--- src/rtl/tercer_nivel_pkg.sv ---
// Shared types and encodings for the third-level cache controller.
package tercer_nivel_pkg;

  typedef enum logic [2:0] {
    INIT,
    IDLE,
    LOOKUP,
    EVICT,
    FILL,
    FILL_WR,
    WRITE,
    RESPOND
  } state_t;

  // Encoding doubles as the lectura_escritura mux select
  typedef enum logic {
    SRC_CPU  = 1'b0,
    SRC_FIFO = 1'b1
  } src_t;

  localparam logic [1:0] MEM_IDLE = 2'b00;
  localparam logic [1:0] MEM_RD   = 2'b01;
  localparam logic [1:0] MEM_WR   = 2'b10;

endpackage

--- src/rtl/tercer_nivel_arb.sv ---
// Two-way round-robin arbiter between CPU requests and D_POP write-backs.
module tercer_nivel_arb
  import tercer_nivel_pkg::*;
(
  input  logic clk,
  input  logic reset,
  input  logic req_cpu,
  input  logic req_fifo,
  input  logic grant_en,
  output logic grant_valid,
  output src_t grant_src
);

  src_t last_served;

  always_comb begin
    grant_valid = req_cpu || req_fifo;
    if (req_cpu && req_fifo)
      grant_src = (last_served == SRC_CPU) ? SRC_FIFO : SRC_CPU;
    else if (req_fifo)
      grant_src = SRC_FIFO;
    else
      grant_src = SRC_CPU;
  end

  // Starting from "CPU served last" hands the first tie to the FIFO
  always_ff @(posedge clk) begin
    if (reset)
      last_served <= SRC_CPU;
    else if (grant_en && grant_valid)
      last_served <= grant_src;
  end

endmodule

--- src/rtl/tercer_nivel_control.sv ---
// Sequencing controller for the L3 cache datapath: arbitrates CPU vs. D_POP
// and drives the hit / evict / fill / write / respond control strobes.
module tercer_nivel_control
  import tercer_nivel_pkg::*;
#(
  parameter int MEM_LAT    = 4,
  parameter int CLR_CYCLES = 4
) (
  input  logic       CLK,
  input  logic       Reset,
  input  logic       cpu_req,
  input  logic       cpu_rw,
  input  logic       fifo_empty,
  output logic       fifo_pop,
  input  logic       hit,
  input  logic       desalojo,
  input  logic       push_full,
  output logic       push,
  output logic       cpu_done,
  output logic       busy,
  output logic       lectura_escritura,
  output logic       clear_main_reg,
  output logic       clear_tag_banks,
  output logic       clear_formador,
  output logic       clear_ldg_reg,
  output logic       eneable_main_reg,
  output logic       eneable_formador,
  output logic       bank_eneable,
  output logic       write_eneable,
  output logic       eneable_reg,
  output logic       sel_mux_bank,
  output logic [1:0] sel_mux_mem,
  output logic       r_w
);

  localparam int CLR_W  = $clog2(CLR_CYCLES + 1);
  localparam int FILL_W = $clog2(MEM_LAT + 1);

  state_t            state;
  src_t              src;
  logic              rw_q;
  logic [CLR_W-1:0]  clr_cnt;
  logic [FILL_W-1:0] fill_cnt;
  logic              grant_valid;
  src_t              grant_src;
  logic              src_is_fifo;

  assign src_is_fifo = (src == SRC_FIFO);

  tercer_nivel_arb u_arb (
    .clk         (CLK),
    .reset       (Reset),
    .req_cpu     (cpu_req),
    .req_fifo    (!fifo_empty),
    .grant_en    ((state == IDLE) && !Reset),
    .grant_valid (grant_valid),
    .grant_src   (grant_src)
  );

  always_ff @(posedge CLK) begin
    if (Reset) begin
      state    <= INIT;
      clr_cnt  <= CLR_W'(CLR_CYCLES - 1);
      fill_cnt <= '0;
      src      <= SRC_CPU;
      rw_q     <= 1'b0;
    end else begin
      case (state)
        INIT: begin
          if (clr_cnt == '0)
            state <= IDLE;
          else
            clr_cnt <= clr_cnt - 1'b1;
        end
        IDLE: begin
          if (grant_valid) begin
            src   <= grant_src;
            rw_q  <= (grant_src == SRC_FIFO) ? 1'b1 : cpu_rw;
            state <= LOOKUP;
          end
        end
        LOOKUP: begin
          if (hit) begin
            state <= rw_q ? WRITE : RESPOND;
          end else if (desalojo) begin
            state <= EVICT;
          end else begin
            state    <= FILL;
            fill_cnt <= FILL_W'(MEM_LAT - 1);
          end
        end
        // Stalls indefinitely while the downstream FIFO is full
        EVICT: begin
          if (!push_full) begin
            state    <= FILL;
            fill_cnt <= FILL_W'(MEM_LAT - 1);
          end
        end
        FILL: begin
          if (fill_cnt == '0)
            state <= FILL_WR;
          else
            fill_cnt <= fill_cnt - 1'b1;
        end
        FILL_WR: state <= LOOKUP;
        WRITE:   state <= RESPOND;
        RESPOND: state <= IDLE;
        default: state <= INIT;
      endcase
    end
  end

  // Reset overrides the state decode so no handshake strobe leaks in that cycle
  always_comb begin
    fifo_pop          = 1'b0;
    push              = 1'b0;
    cpu_done          = 1'b0;
    busy              = 1'b0;
    lectura_escritura = 1'b0;
    clear_main_reg    = 1'b0;
    clear_tag_banks   = 1'b0;
    clear_formador    = 1'b0;
    clear_ldg_reg     = 1'b0;
    eneable_main_reg  = 1'b0;
    eneable_formador  = 1'b0;
    bank_eneable      = 1'b0;
    write_eneable     = 1'b0;
    eneable_reg       = 1'b0;
    sel_mux_bank      = 1'b0;
    sel_mux_mem       = MEM_IDLE;
    r_w               = 1'b0;
    if (Reset) begin
      clear_main_reg  = 1'b1;
      clear_tag_banks = 1'b1;
      clear_formador  = 1'b1;
      clear_ldg_reg   = 1'b1;
    end else begin
      case (state)
        INIT: begin
          busy            = 1'b1;
          clear_main_reg  = 1'b1;
          clear_tag_banks = 1'b1;
          clear_formador  = 1'b1;
          clear_ldg_reg   = 1'b1;
        end
        IDLE: begin
          if (grant_valid) begin
            eneable_main_reg  = 1'b1;
            lectura_escritura = (grant_src == SRC_FIFO);
            fifo_pop          = (grant_src == SRC_FIFO);
          end
        end
        LOOKUP: begin
          busy              = 1'b1;
          lectura_escritura = src_is_fifo;
          clear_formador    = !hit && !desalojo;
        end
        EVICT: begin
          busy              = 1'b1;
          lectura_escritura = src_is_fifo;
          sel_mux_mem       = MEM_WR;
          r_w               = 1'b1;
          push              = !push_full;
          clear_formador    = !push_full;
        end
        FILL: begin
          busy              = 1'b1;
          lectura_escritura = src_is_fifo;
          sel_mux_mem       = MEM_RD;
          eneable_formador  = 1'b1;
        end
        FILL_WR: begin
          busy              = 1'b1;
          lectura_escritura = src_is_fifo;
          sel_mux_bank      = 1'b1;
          bank_eneable      = 1'b1;
          write_eneable     = 1'b1;
        end
        WRITE: begin
          busy              = 1'b1;
          lectura_escritura = src_is_fifo;
          bank_eneable      = 1'b1;
          write_eneable     = 1'b1;
        end
        RESPOND: begin
          busy              = 1'b1;
          lectura_escritura = src_is_fifo;
          eneable_reg       = 1'b1;
          cpu_done          = !src_is_fifo;
        end
        default: ;
      endcase
    end
  end

endmodule

--- config.mk ---
export PLATFORM = sky130hd
export DESIGN_NAME = tercer_nivel_control
export DESIGN_NICKNAME = d
export VERILOG_FILES = /design/src/rtl/tercer_nivel_pkg.sv /design/src/rtl/tercer_nivel_arb.sv /design/src/rtl/tercer_nivel_control.sv
export SDC_FILE = /design/constraint.sdc
export NUM_CORES = 1
export LEC_CHECK = 0
export CELL_PAD_IN_SITES_DETAIL_PLACEMENT = 1
export CELL_PAD_IN_SITES_GLOBAL_PLACEMENT = 1
export CORE_MARGIN = 2
export CORE_UTILIZATION = 35
export DETAILED_ROUTE_END_ITERATION = 10
export PLACE_DENSITY = 0.82
export SYNTH_ARGS = -nofsm -noshare
export SYNTH_HDL_FRONTEND = slang
export SYNTH_SLANG_ARGS = --single-unit
export TNS_END_PERCENT = 5
--- constraint.sdc ---
create_clock -name CLK -period 2.75 [get_ports CLK]
set_clock_uncertainty 0.05 [all_clocks]
set_input_delay 0.55 -clock CLK [delete_from_list [all_inputs] [get_ports CLK]]
set_output_delay 0.55 -clock CLK [all_outputs]
set_load 0.05 [all_outputs]
==> results.sh, run 1 <==
export IMPL_post_route_cells_drive_above_1_share_pct=26.4
export IMPL_clock_latency_ns=0.28
export IMPL_core_region_area_um2=2230
export IMPL_final_worst_path_period_share_pct=89.9
export IMPL_synth_yosys_seq_area_share_pct=28.8
export IMPL_cp_start_kind="flop"
export IMPL_worst_hold_path_type="reg -> reg"
export IMPL_h_tree_depth=1
export IMPL_grt_first_pass_wirelength_um=4000
export IMPL_post_synth_and_or_nand_nor_area_fraction_pct=28.5
export IMPL_grt_util_all_layers_pct=19.9
export IMPL_instances_no_fill=157
export IMPL_floorplan_die_width_um=52.8
export IMPL_drc_errors=0
export IMPL_wl_um=2340
export IMPL_count_of_placed_standard_cells_including_taps=153
export IMPL_antenna_left=0
export IMPL_layout_min_cycle_time_ns=2.47
export IMPL_worst_path_max_fanout=10
export IMPL_timing_critical_path_arrival_ns=1.87
export IMPL_synth_adder_area_share_pct=6.01
export IMPL_fp_row_count=17
export IMPL_design_power_total_uw=1120
export IMPL_crit_path_cell_trace="buf_4 -> nor3b_2 -> nand2_1 -> a21oi_1 -> buf_12"
export IMPL_cts_post_setup_buffers_inserted=0
export IMPL_nNetsFinal=142
export IMPL_timing_worst_setup_path_type="reg -> out"
export IMPL_cpLargestDelayFamily="simple AND/OR/NAND/NOR gates"
export IMPL_cts_root_to_sink_buffers=2
export IMPL_worstHoldPathCells=1
export IMPL_crit_slowest_cell="sky130_fd_sc_hd__dfxtp_1"
export IMPL_finalWeightedCongestion=0.729
export IMPL_ys_dominant_reg_cell="sky130_fd_sc_hd__dfxtp_1"
export IMPL_yosys_register_bits=12
export IMPL_layout_area_overhead_vs_synth_pct=57.7
export IMPL_synthesis_instances=106
export IMPL_p_per_area_nw_per_um2=851
export IMPL_drv_slew=0
export IMPL_maximum_clock_frequency_ghz=0.405
export IMPL_netlist_cell_type_count=35
export IMPL_report_final_hold_viol_count=0
export IMPL_critPathBufInv=2
export IMPL_numPortBuffers=25
export IMPL_postSynthNetCount=118
export IMPL_cp_depth=5
export IMPL_route_detailed_wl_per_inst_um=14.9
export IMPL_synthesized_area_per_cell_um2=7.86
export IMPL_hpwlAfterDp_um=1810
export IMPL_tritoncts_num_sinks=12
export IMPL_ir_drop_mv=0.490
export IMPL_synth_enable_flop_cells=0
export IMPL_design_die_area_um2=2790
export IMPL_die_boundary_height_um=52.8
export IMPL_vias_per_cell=5.32
export IMPL_asyncSetResetFlopFracSynth_pct=0
export IMPL_clkTransAtPathRegs_ns=0.08
export IMPL_clock_tree_from_tritoncts="done"
export IMPL_grt_max_degree=18
export IMPL_complex_gate_fraction_of_the_synthesized_area_pct=22.4
export IMPL_vias=835
export IMPL_drv_cap=0
export IMPL_synth_area_mux_share_pct=0
export IMPL_globalRouteOverflowTotal=0
export IMPL_post_cts_resize_count=0
export IMPL_critPathCaptureType="output port"
export IMPL_yosysWarningCount=0
export IMPL_syn_area_um2=833
export IMPL_reg2regPathDepth=6
export IMPL_diodes=0
export IMPL_grt_antenna_before_repair=0
export IMPL_grt_setup_unrepaired="no"
export IMPL_floorplan_initialDensity_pct=37.3
export IMPL_worst_ep_required_time_ns=2.15
export IMPL_slew_limit_headroom_pct=73.0
export IMPL_grt_pass1_vias=854
export IMPL_cts_hold_buf=0
export IMPL_tightest_slew_ns=0.403
export IMPL_setup_tns_ns=0
export IMPL_cpPeakStageDelay_ns=0.39
export IMPL_first_iter_violations=15
export IMPL_number_of_primary_i_o_pins=26
export IMPL_combinational_family_with_the_most_area_after_synthesis="simple AND/OR/NAND/NOR gates"
export IMPL_synth_xor_area_share_pct=3.15
export IMPL_ctsRootBufferMaster="sky130_fd_sc_hd__clkbuf_4"
export IMPL_drt_first_pass_iters=4
export IMPL_cts_buffer_count=3
export IMPL_setup_violations=0
export IMPL_leakage_uw=0.000500
export IMPL_outcome="finished, final reports clean"
-- flip-flops by register name, indices dropped and copies added (netlist names) --
register,flops
src,1
rw_q,1
u_arb.last_served,1
state,3
fill_cnt,3
clr_cnt,3
-- per-stage QoR --
step           utilization (%)  hold slack [ns]  worst slack, ns  area [µm²]
2_1_floorplan                -            0.385          -0.0680         840
3_3_place_gp              57.1            0.393            0.342        1280
3_5_place_dp              57.1            0.426            0.312        1280
4_1_cts                   58.8            0.438           0.0917        1310
5_1_grt                   58.8            0.455            0.143        1310
6_report                  58.8            0.430            0.278        1310
-- cells by family (layout without fill, tap and decap cells) --
logic type               after synthesis  in the layout
AND/OR/NAND/NOR                       42             42
AO/OA/AOI/OAI                         27             27
buffers and inverters                 18             41
flip-flops                            12             12
adder cells (fa/ha/maj)                4              4
XOR/XNOR                               3              3
-- worst reg2reg max path: cells and delay by family (launching register included) --
kind            cells  cell delay, ns
fa+ha+maj           2            0.40
simple gates        2            0.44
flops               1            0.37
buf+inv             1            0.05
compound gates      1            0.21
-- synthesized netlist by cell type (2+ instances only) --
library cell | number | area [µm²]
sky130_fd_sc_hd__a211oi_1 | 2 | 15.0
sky130_fd_sc_hd__a21oi_1 | 10 | 50.1
sky130_fd_sc_hd__a311oi_1 | 2 | 17.5
sky130_fd_sc_hd__buf_2 | 2 | 10.0
sky130_fd_sc_hd__buf_4 | 4 | 30.0
sky130_fd_sc_hd__clkbuf_1 | 4 | 15.0
sky130_fd_sc_hd__dfxtp_1 | 12 | 240
sky130_fd_sc_hd__ha_1 | 4 | 50.1
sky130_fd_sc_hd__inv_1 | 7 | 26.3
sky130_fd_sc_hd__nand2_1 | 6 | 22.5
sky130_fd_sc_hd__nand2b_1 | 7 | 43.8
sky130_fd_sc_hd__nor2_1 | 11 | 41.3
sky130_fd_sc_hd__nor3_1 | 9 | 45.0
sky130_fd_sc_hd__o21ai_0 | 3 | 15.0
sky130_fd_sc_hd__o21bai_1 | 2 | 15.0
sky130_fd_sc_hd__xnor2_1 | 2 | 17.5
-- metal layers --
metal	global-route usage [%]	part of all wire, %	wire length [µm]	up-vias
li1	-	-	-	411
met1	22.5	42	975	392
met2	35.4	51	1200	27
met3	4.86	5.1	119	5
met4	7.69	1.7	39	0
met5	0	0	0	-
-- cells in the final DEF (no fill, tap or decap), types with 3 or more instances in the layout --
| master | n |
|---|---|
| sky130_fd_sc_hd__inv_1 | 7 |
| sky130_fd_sc_hd__dfxtp_1 | 11 |
| sky130_fd_sc_hd__buf_4 | 5 |
| sky130_fd_sc_hd__nand2_1 | 6 |
| sky130_fd_sc_hd__ha_1 | 4 |
| sky130_fd_sc_hd__buf_12 | 18 |
| sky130_fd_sc_hd__o21ai_0 | 3 |
| sky130_fd_sc_hd__clkdlybuf4s50_1 | 7 |
| sky130_fd_sc_hd__clkbuf_4 | 3 |
| sky130_fd_sc_hd__nor3_1 | 9 |
| sky130_fd_sc_hd__nor2_1 | 11 |
| sky130_fd_sc_hd__a21oi_1 | 10 |
| sky130_fd_sc_hd__nand2b_1 | 7 |
-- power by group --
part           internal [µW]  switching, µW  leakage [µW]
sequential               220           59.9     0.0000982
combinational            305            386      0.000380
clock                   80.7           66.7     0.0000210
total                    606            512      0.000500
-- worst paths after layout --
path                from           endpoint  slack, ns
max             state[2]  lectura_escritura       0.28
min reg2reg   clr_cnt[1]         clr_cnt[1]       0.43
min           clr_cnt[1]         clr_cnt[1]       0.43
max reg2reg  fill_cnt[0]        fill_cnt[0]       1.15
-- area by class of cell --
cell class / instances / area [µm²]
Inverter: 7 / 26.3
Multi-Input combinational cell: 76 / 507
Fill cell: 263 / 920
Timing Repair Buffer: 30 / 468
Tap cell: 28 / 35.0
Sequential cell: 12 / 241
Clock buffer: 4 / 36.3
(Power assumes the default switching activity.)
==> run 2: changes to the inputs <==
--- a/config.mk
+++ b/config.mk
@@ -10,6 +10,7 @@
 export CORE_MARGIN = 2
 export CORE_UTILIZATION = 35
 export DETAILED_ROUTE_END_ITERATION = 10
+export GPL_TIMING_DRIVEN = 0
 export PLACE_DENSITY = 0.82
 export SYNTH_ARGS = -nofsm -noshare
 export SYNTH_HDL_FRONTEND = slang
==> run 2 against run 1 <==
Compared with the run above: critical path type is now in -> out; total power decreased by 12%; utilization decreased by 8.7 points; fmax decreased by 6.3%; non-clock buffer count increased by 6; combinational power decreased by 10%; critical endpoint is now push.
==> results.sh, run 2 (synthesis results as in run 1) <==
export IMPL_outcome="finished, final reports clean"
export IMPL_layout_filler_cells=295
export IMPL_regToRegStartpoint="fill_cnt[0]"
export IMPL_cts_buffer_count=3
export IMPL_critPathCaptureType="output port"
export IMPL_cp_start_kind="input pin"
export IMPL_tightest_slew_ns=0.498
export IMPL_antenna_left=0
export IMPL_reg2regPathDepth=6
export IMPL_worstHoldEndpoint="clr_cnt[1]"
export IMPL_worst_hold_path_type="reg -> reg"
export IMPL_grt_max_degree=11
export IMPL_ir_drop_mv=0.449
export IMPL_grt_util_all_layers_pct=19.8
export IMPL_p_per_area_nw_per_um2=876
export IMPL_wl_um=2310
export IMPL_hold_path_startpoint="clr_cnt[1]"
export IMPL_finalWeightedCongestion=0.778
export IMPL_drv_cap=0
export IMPL_drv_slew=0
export IMPL_seqPwrFrac_pct=25.1
export IMPL_critical_path_reg2reg_endpoint="fill_cnt[1]"
export IMPL_design_die_area_um2=2790
export IMPL_cts_root_to_sink_buffers=2
export IMPL_grt_setup_unrepaired="no"
export IMPL_clock_latency_ns=0.28
export IMPL_tritoncts_num_sinks=12
export IMPL_power_switching_uw=483
export IMPL_layout_area_overhead_vs_synth_pct=34.4
export IMPL_timing_reg2reg_setup_slack_ns=1.14
export IMPL_grt_first_pass_wirelength_um=4000
export IMPL_clkPwrFrac_pct=11.5
export IMPL_hpwlAfterDp_um=1770
export IMPL_slew_limit_headroom_pct=66.7
export IMPL_layout_top_registers="clr_cnt (3), fill_cnt (3), state (3)"
export IMPL_mostFrequentLayoutCells="sky130_fd_sc_hd__dfxtp_1 (12), sky130_fd_sc_hd__nor2_1 (11), sky130_fd_sc_hd__a21oi_1 (10), sky130_fd_sc_hd__dlygate4sd2_1 (10), sky130_fd_sc_hd__nor3_1 (9)"
export IMPL_first_iter_violations=4
export IMPL_drc_errors=0
export IMPL_final_worst_path_period_share_pct=96.0
export IMPL_report_final_hold_viol_count=0
export IMPL_post_route_worst_setup_slack_ns=0.111
export IMPL_number_of_primary_i_o_pins=26
export IMPL_mostFrequentLayoutCell="sky130_fd_sc_hd__dfxtp_1"
export IMPL_setup_violations=0
export IMPL_h_tree_depth=1
export IMPL_leakage_uw=0.000473
export IMPL_floorplan_die_width_um=52.8
export IMPL_clock_tree_from_tritoncts="done"
export IMPL_combPwrFrac_pct=63.4
export IMPL_fp_row_count=17
export IMPL_die_boundary_height_um=52.8
export IMPL_maximum_clock_frequency_ghz=0.379
export IMPL_drt_first_pass_iters=3
export IMPL_numPortBuffers=25
export IMPL_final_core_utilization_pct=50.1
export IMPL_clkTransAtPathRegs_ns=0.08
export IMPL_core_region_area_um2=2230
export IMPL_grt_pass1_vias=884
export IMPL_vias_per_cell=5.27
export IMPL_worstHoldPathCells=1
export IMPL_timing_critical_path_arrival_ns=2.04
export IMPL_nNetsFinal=148
export IMPL_vias=853
export IMPL_timing_worst_setup_path_type="in -> out"
export IMPL_ctsRootBufferMaster="sky130_fd_sc_hd__clkbuf_4"
export IMPL_design_area_um2=1120
export IMPL_post_route_cells_drive_above_1_share_pct=17.9
export IMPL_postPlaceCellArea_um2=1120
export IMPL_globalRouteOverflowTotal=0
export IMPL_worst_path_max_fanout=10
export IMPL_route_detailed_wl_per_inst_um=14.3
export IMPL_layout_min_cycle_time_ns=2.64
export IMPL_grt_antenna_before_repair=0
export IMPL_power_internal_uw=498
export IMPL_floorplan_initialDensity_pct=37.3
export IMPL_power_switching_fraction_pct=49.3
export IMPL_diodes=0
export IMPL_dpl_worst_slack_ns=-0.376
export IMPL_worst_ep_required_time_ns=2.15
==> run 2: area by class of cell <==
cell class              instances  area, µm²  area share [%]
repair buffers                 25        220            19.7
plain buffers                  11       68.8            6.15
well taps                      28       35.0            3.13
clock buffers                   3       22.5            2.01
multi-input cells              76        507            45.3
flip-flops and latches         12        240            21.5
inverters                       7       26.3            2.35
==> run 2: routing by layer <==
layer | share of wire (%) | routed length, µm | GRT usage, % | up-vias
met5 | 0 | 0 | 0 | -
met4 | 1.6 | 38 | 8.97 | 0
met3 | 5.1 | 118 | 2.29 | 5
met2 | 49 | 1130 | 35.2 | 21
met1 | 44 | 1020 | 23.4 | 403
li1 | - | - | - | 424
==> run 2: what timing repair did <==
action,in CTS,in global routing
setup buffers,0,0
hold endpoints to repair,0,0
gates cloned,0,0
resized for setup,20,7
setup endpoints to repair,17,4
hold buffers,0,0
==> run 2: critical path: stages <==
cell	delay (ns)
sky130_fd_sc_hd__clkdlybuf4s50_1	0.47
sky130_fd_sc_hd__clkbuf_2	0.24
sky130_fd_sc_hd__nor4_2	0.23
sky130_fd_sc_hd__dlygate4sd2_1	0.55
==> run 2: worst max-delay path by stage <==
stage	slack (ns)	cells past startpoint	endpoint	start
after floorplan	-0.07	3	sel_mux_mem[0]	Reset
after global placement	-0.35	4	clear_formador	Reset
after detailed placement	-0.38	4	clear_formador	Reset
after CTS	0.07	6	clear_formador	hit
after global routing	0.005	5	lectura_escritura	state[1]
final	0.11	4	push	Reset
==> run 2: power groups by stage <==
| stage | Combinational [µW] | Sequential (µW) | Clock [µW] |
|---|---|---|---|
| 4_1_cts | 631 | 246 | 113 |
| 5_1_grt | 684 | 253 | 123 |
| 2_1_floorplan | 487 | 242 | 0 |
| 6_report | 621 | 246 | 113 |
| 3_5_place_dp | 645 | 250 | 0 |
| 3_3_place_gp | 622 | 247 | 0 |
==> run 2: through the flow <==
step | hold slack, ns | TNS [ns] | power, µW | instances
final | 0.432 | 0 | 981 | 162
after global routing | 0.457 | 0 | 1060 | 162
after CTS | 0.428 | 0 | 990 | 162
after detailed placement | 0.410 | -2.97 | 896 | 159
after global placement | 0.394 | -2.13 | 869 | 159
after floorplan | 0.385 | -0.0680 | 729 | 106
==> run 3: changes to the inputs <==
--- a/config.mk
+++ b/config.mk
@@ -12,6 +12,7 @@
 export DETAILED_ROUTE_END_ITERATION = 10
 export GPL_TIMING_DRIVEN = 0
 export PLACE_DENSITY = 0.82
+export SKIP_CTS_REPAIR_TIMING = 1
 export SYNTH_ARGS = -nofsm -noshare
 export SYNTH_HDL_FRONTEND = slang
 export SYNTH_SLANG_ARGS = --single-unit
==> run 3 against run 2 <==
Compared with the run above: the flow now finishes with violations (negative setup slack); routed wire length decreased by 0.52%; clock power about the same; count of clock-buffer cells in the layout unchanged; global-route usage increased by 0.24 points; sequential power about the same; total power increased by 1.1%; non-clock buffer count unchanged; critical endpoint is now busy; highest routed layer unchanged.
==> results.sh, run 3 (synthesis results as in run 1) <==
export IMPL_maximum_clock_frequency_ghz=0.342
export IMPL_vias=858
export IMPL_cp_start_kind="input pin"
export IMPL_grt_max_degree=11
export IMPL_clkTransAtPathRegs_ns=0.08
export IMPL_hold_path_startpoint="clr_cnt[1]"
export IMPL_h_tree_depth=1
export IMPL_antenna_left=0
export IMPL_worst_path_max_fanout=10
export IMPL_floorplan_die_width_um=52.8
export IMPL_post_route_cells_drive_above_1_share_pct=15.7
export IMPL_numPortBuffers=25
export IMPL_seqPwrFrac_pct=24.9
export IMPL_route_detailed_wl_per_inst_um=14.2
export IMPL_nNetsFinal=148
export IMPL_drv_slew=0
export IMPL_grt_first_pass_wirelength_um=4060
export IMPL_wl_um=2300
export IMPL_worst_ep_required_time_ns=2.15
export IMPL_violations="negative setup slack"
export IMPL_vias_per_cell=5.30
export IMPL_critPathCaptureType="output port"
export IMPL_postPlaceCellArea_um2=1120
export IMPL_final_core_utilization_pct=52.4
export IMPL_layout_min_cycle_time_ns=2.93
export IMPL_setup_tns_ns=-0.176
export IMPL_clkPwrFrac_pct=11.2
export IMPL_report_final_hold_viol_count=0
export IMPL_tightest_slew_ns=0.511
export IMPL_worstHoldEndpoint="clr_cnt[1]"
export IMPL_grt_pass1_vias=896
export IMPL_worst_hold_path_type="reg -> reg"
export IMPL_core_region_area_um2=2230
export IMPL_ctsRootBufferMaster="sky130_fd_sc_hd__clkbuf_4"
export IMPL_diodes=0
export IMPL_power_switching_fraction_pct=48.6
export IMPL_crit_path_cell_trace="clkdlybuf4s50_1 -> clkbuf_1 -> nor2_1 -> clkdlybuf4s50_1"
export IMPL_drt_first_pass_iters=4
export IMPL_design_die_area_um2=2790
export IMPL_ir_drop_mv=0.444
export IMPL_globalRouteOverflowTotal=0
export IMPL_outcome="finished with violations"
export IMPL_drc_errors=0
export IMPL_mostFrequentLayoutCell="sky130_fd_sc_hd__dlymetal6s2s_1"
export IMPL_number_of_primary_i_o_pins=26
export IMPL_first_iter_violations=7
export IMPL_design_power_total_uw=992
export IMPL_cpPeakStageDelay_ns=0.72
export IMPL_post_route_worst_setup_slack_ns=-0.176
export IMPL_tritoncts_num_sinks=12
export IMPL_grt_antenna_before_repair=0
export IMPL_critical_path_reg2reg_endpoint="fill_cnt[1]"
export IMPL_clock_tree_from_tritoncts="done"
export IMPL_crit_slowest_cell="sky130_fd_sc_hd__clkdlybuf4s50_1"
export IMPL_design_area_um2=1170
export IMPL_power_internal_uw=510
export IMPL_die_boundary_height_um=52.8
export IMPL_cts_buffer_count=3
export IMPL_timing_reg2reg_setup_slack_ns=1.14
export IMPL_setup_violations=1
export IMPL_clock_latency_ns=0.28
export IMPL_reg2regPathDepth=6
export IMPL_grt_util_all_layers_pct=20.0
export IMPL_p_per_area_nw_per_um2=847
export IMPL_worstHoldPathCells=1
export IMPL_final_worst_path_period_share_pct=106
export IMPL_floorplan_initialDensity_pct=37.3
export IMPL_grt_setup_unrepaired="yes"
export IMPL_regToRegStartpoint="fill_cnt[0]"
export IMPL_leakage_uw=0.000630
export IMPL_slew_limit_headroom_pct=65.9
export IMPL_cpMostUsedCell="sky130_fd_sc_hd__clkdlybuf4s50_1"
export IMPL_layout_area_overhead_vs_synth_pct=40.5
export IMPL_layout_top_registers="clr_cnt (3), fill_cnt (3), state (3)"
export IMPL_cts_root_to_sink_buffers=2
export IMPL_hpwlAfterDp_um=1770
export IMPL_power_switching_uw=482
export IMPL_layout_filler_cells=284
export IMPL_mostFrequentLayoutCells="sky130_fd_sc_hd__dlymetal6s2s_1 (13), sky130_fd_sc_hd__dfxtp_1 (12), sky130_fd_sc_hd__nor2_1 (11)"
export IMPL_timing_worst_setup_path_type="in -> out"
export IMPL_drv_cap=0
export IMPL_timing_critical_path_arrival_ns=2.33
export IMPL_combPwrFrac_pct=63.9
export IMPL_finalWeightedCongestion=0.778
export IMPL_fp_row_count=17
==> run 3: cell count changes in the layout (fill, tap and decap cells not counted), sizes merged <==
cell,delta
dlymetal6s2s,+12
dlygate4sd2,-10
clkbuf,-2
clkdlybuf4s15,-1
clkdlybuf4s50,+1
==> run 3: layer usage <==
metal  vias to the layer above  routed length (µm)  global-route usage (%)
met5                         -                   0                       0
met4                         0                  40                    8.97
met3                         5                 123                    2.29
met2                        21                1170                    35.4
met1                       405                 964                    23.9
li1                        427                   -                       -
==> run 3: metrics by stage <==
step                      hold WS (ns)  instances  worst slack, ns
final                            0.427        162           -0.176
after global routing             0.457        162           -0.288
after CTS                        0.428        162           -0.368
after detailed placement         0.410        159           -0.376
after global placement           0.394        159           -0.349
after floorplan                  0.385        106          -0.0680
==> run 3: how the worst max path moves through the flow <==
stage,startpoint,endpoint,depth (start not counted)
after floorplan,Reset,sel_mux_mem[0],3
after global placement,Reset,clear_formador,4
after detailed placement,Reset,clear_formador,4
after CTS,Reset,clear_formador,4
after global routing,Reset,busy,4
final,Reset,busy,4
==> run 3: power groups by stage <==
stage / Sequential, µW / Clock, µW / Combinational, µW
3_3_place_gp: 247 / 0 / 622
3_5_place_dp: 250 / 0 / 645
2_1_floorplan: 242 / 0 / 487
5_1_grt: 253 / 123 / 697
6_report: 247 / 111 / 634
4_1_cts: 246 / 113 / 648
==> run 3: cell type report <==
class | instances | area (µm²) | share of cell area (%)
Clock buffer | 3 | 22.5 | 1.92
Inverter | 7 | 26.3 | 2.24
Sequential cell | 12 | 240 | 20.5
Buffer | 11 | 67.6 | 5.77
Timing Repair Buffer | 25 | 273 | 23.3
Tap cell | 28 | 35.0 | 2.99
Multi-Input combinational cell | 76 | 507 | 43.3
==> run 3: worst max-delay path, delay by kind of cell <==
| family | cells | cell delay, ns |
|---|---|---|
| and+or+nand+nor | 1 | 0.11 |
| buffers and inverters | 3 | 1.66 |
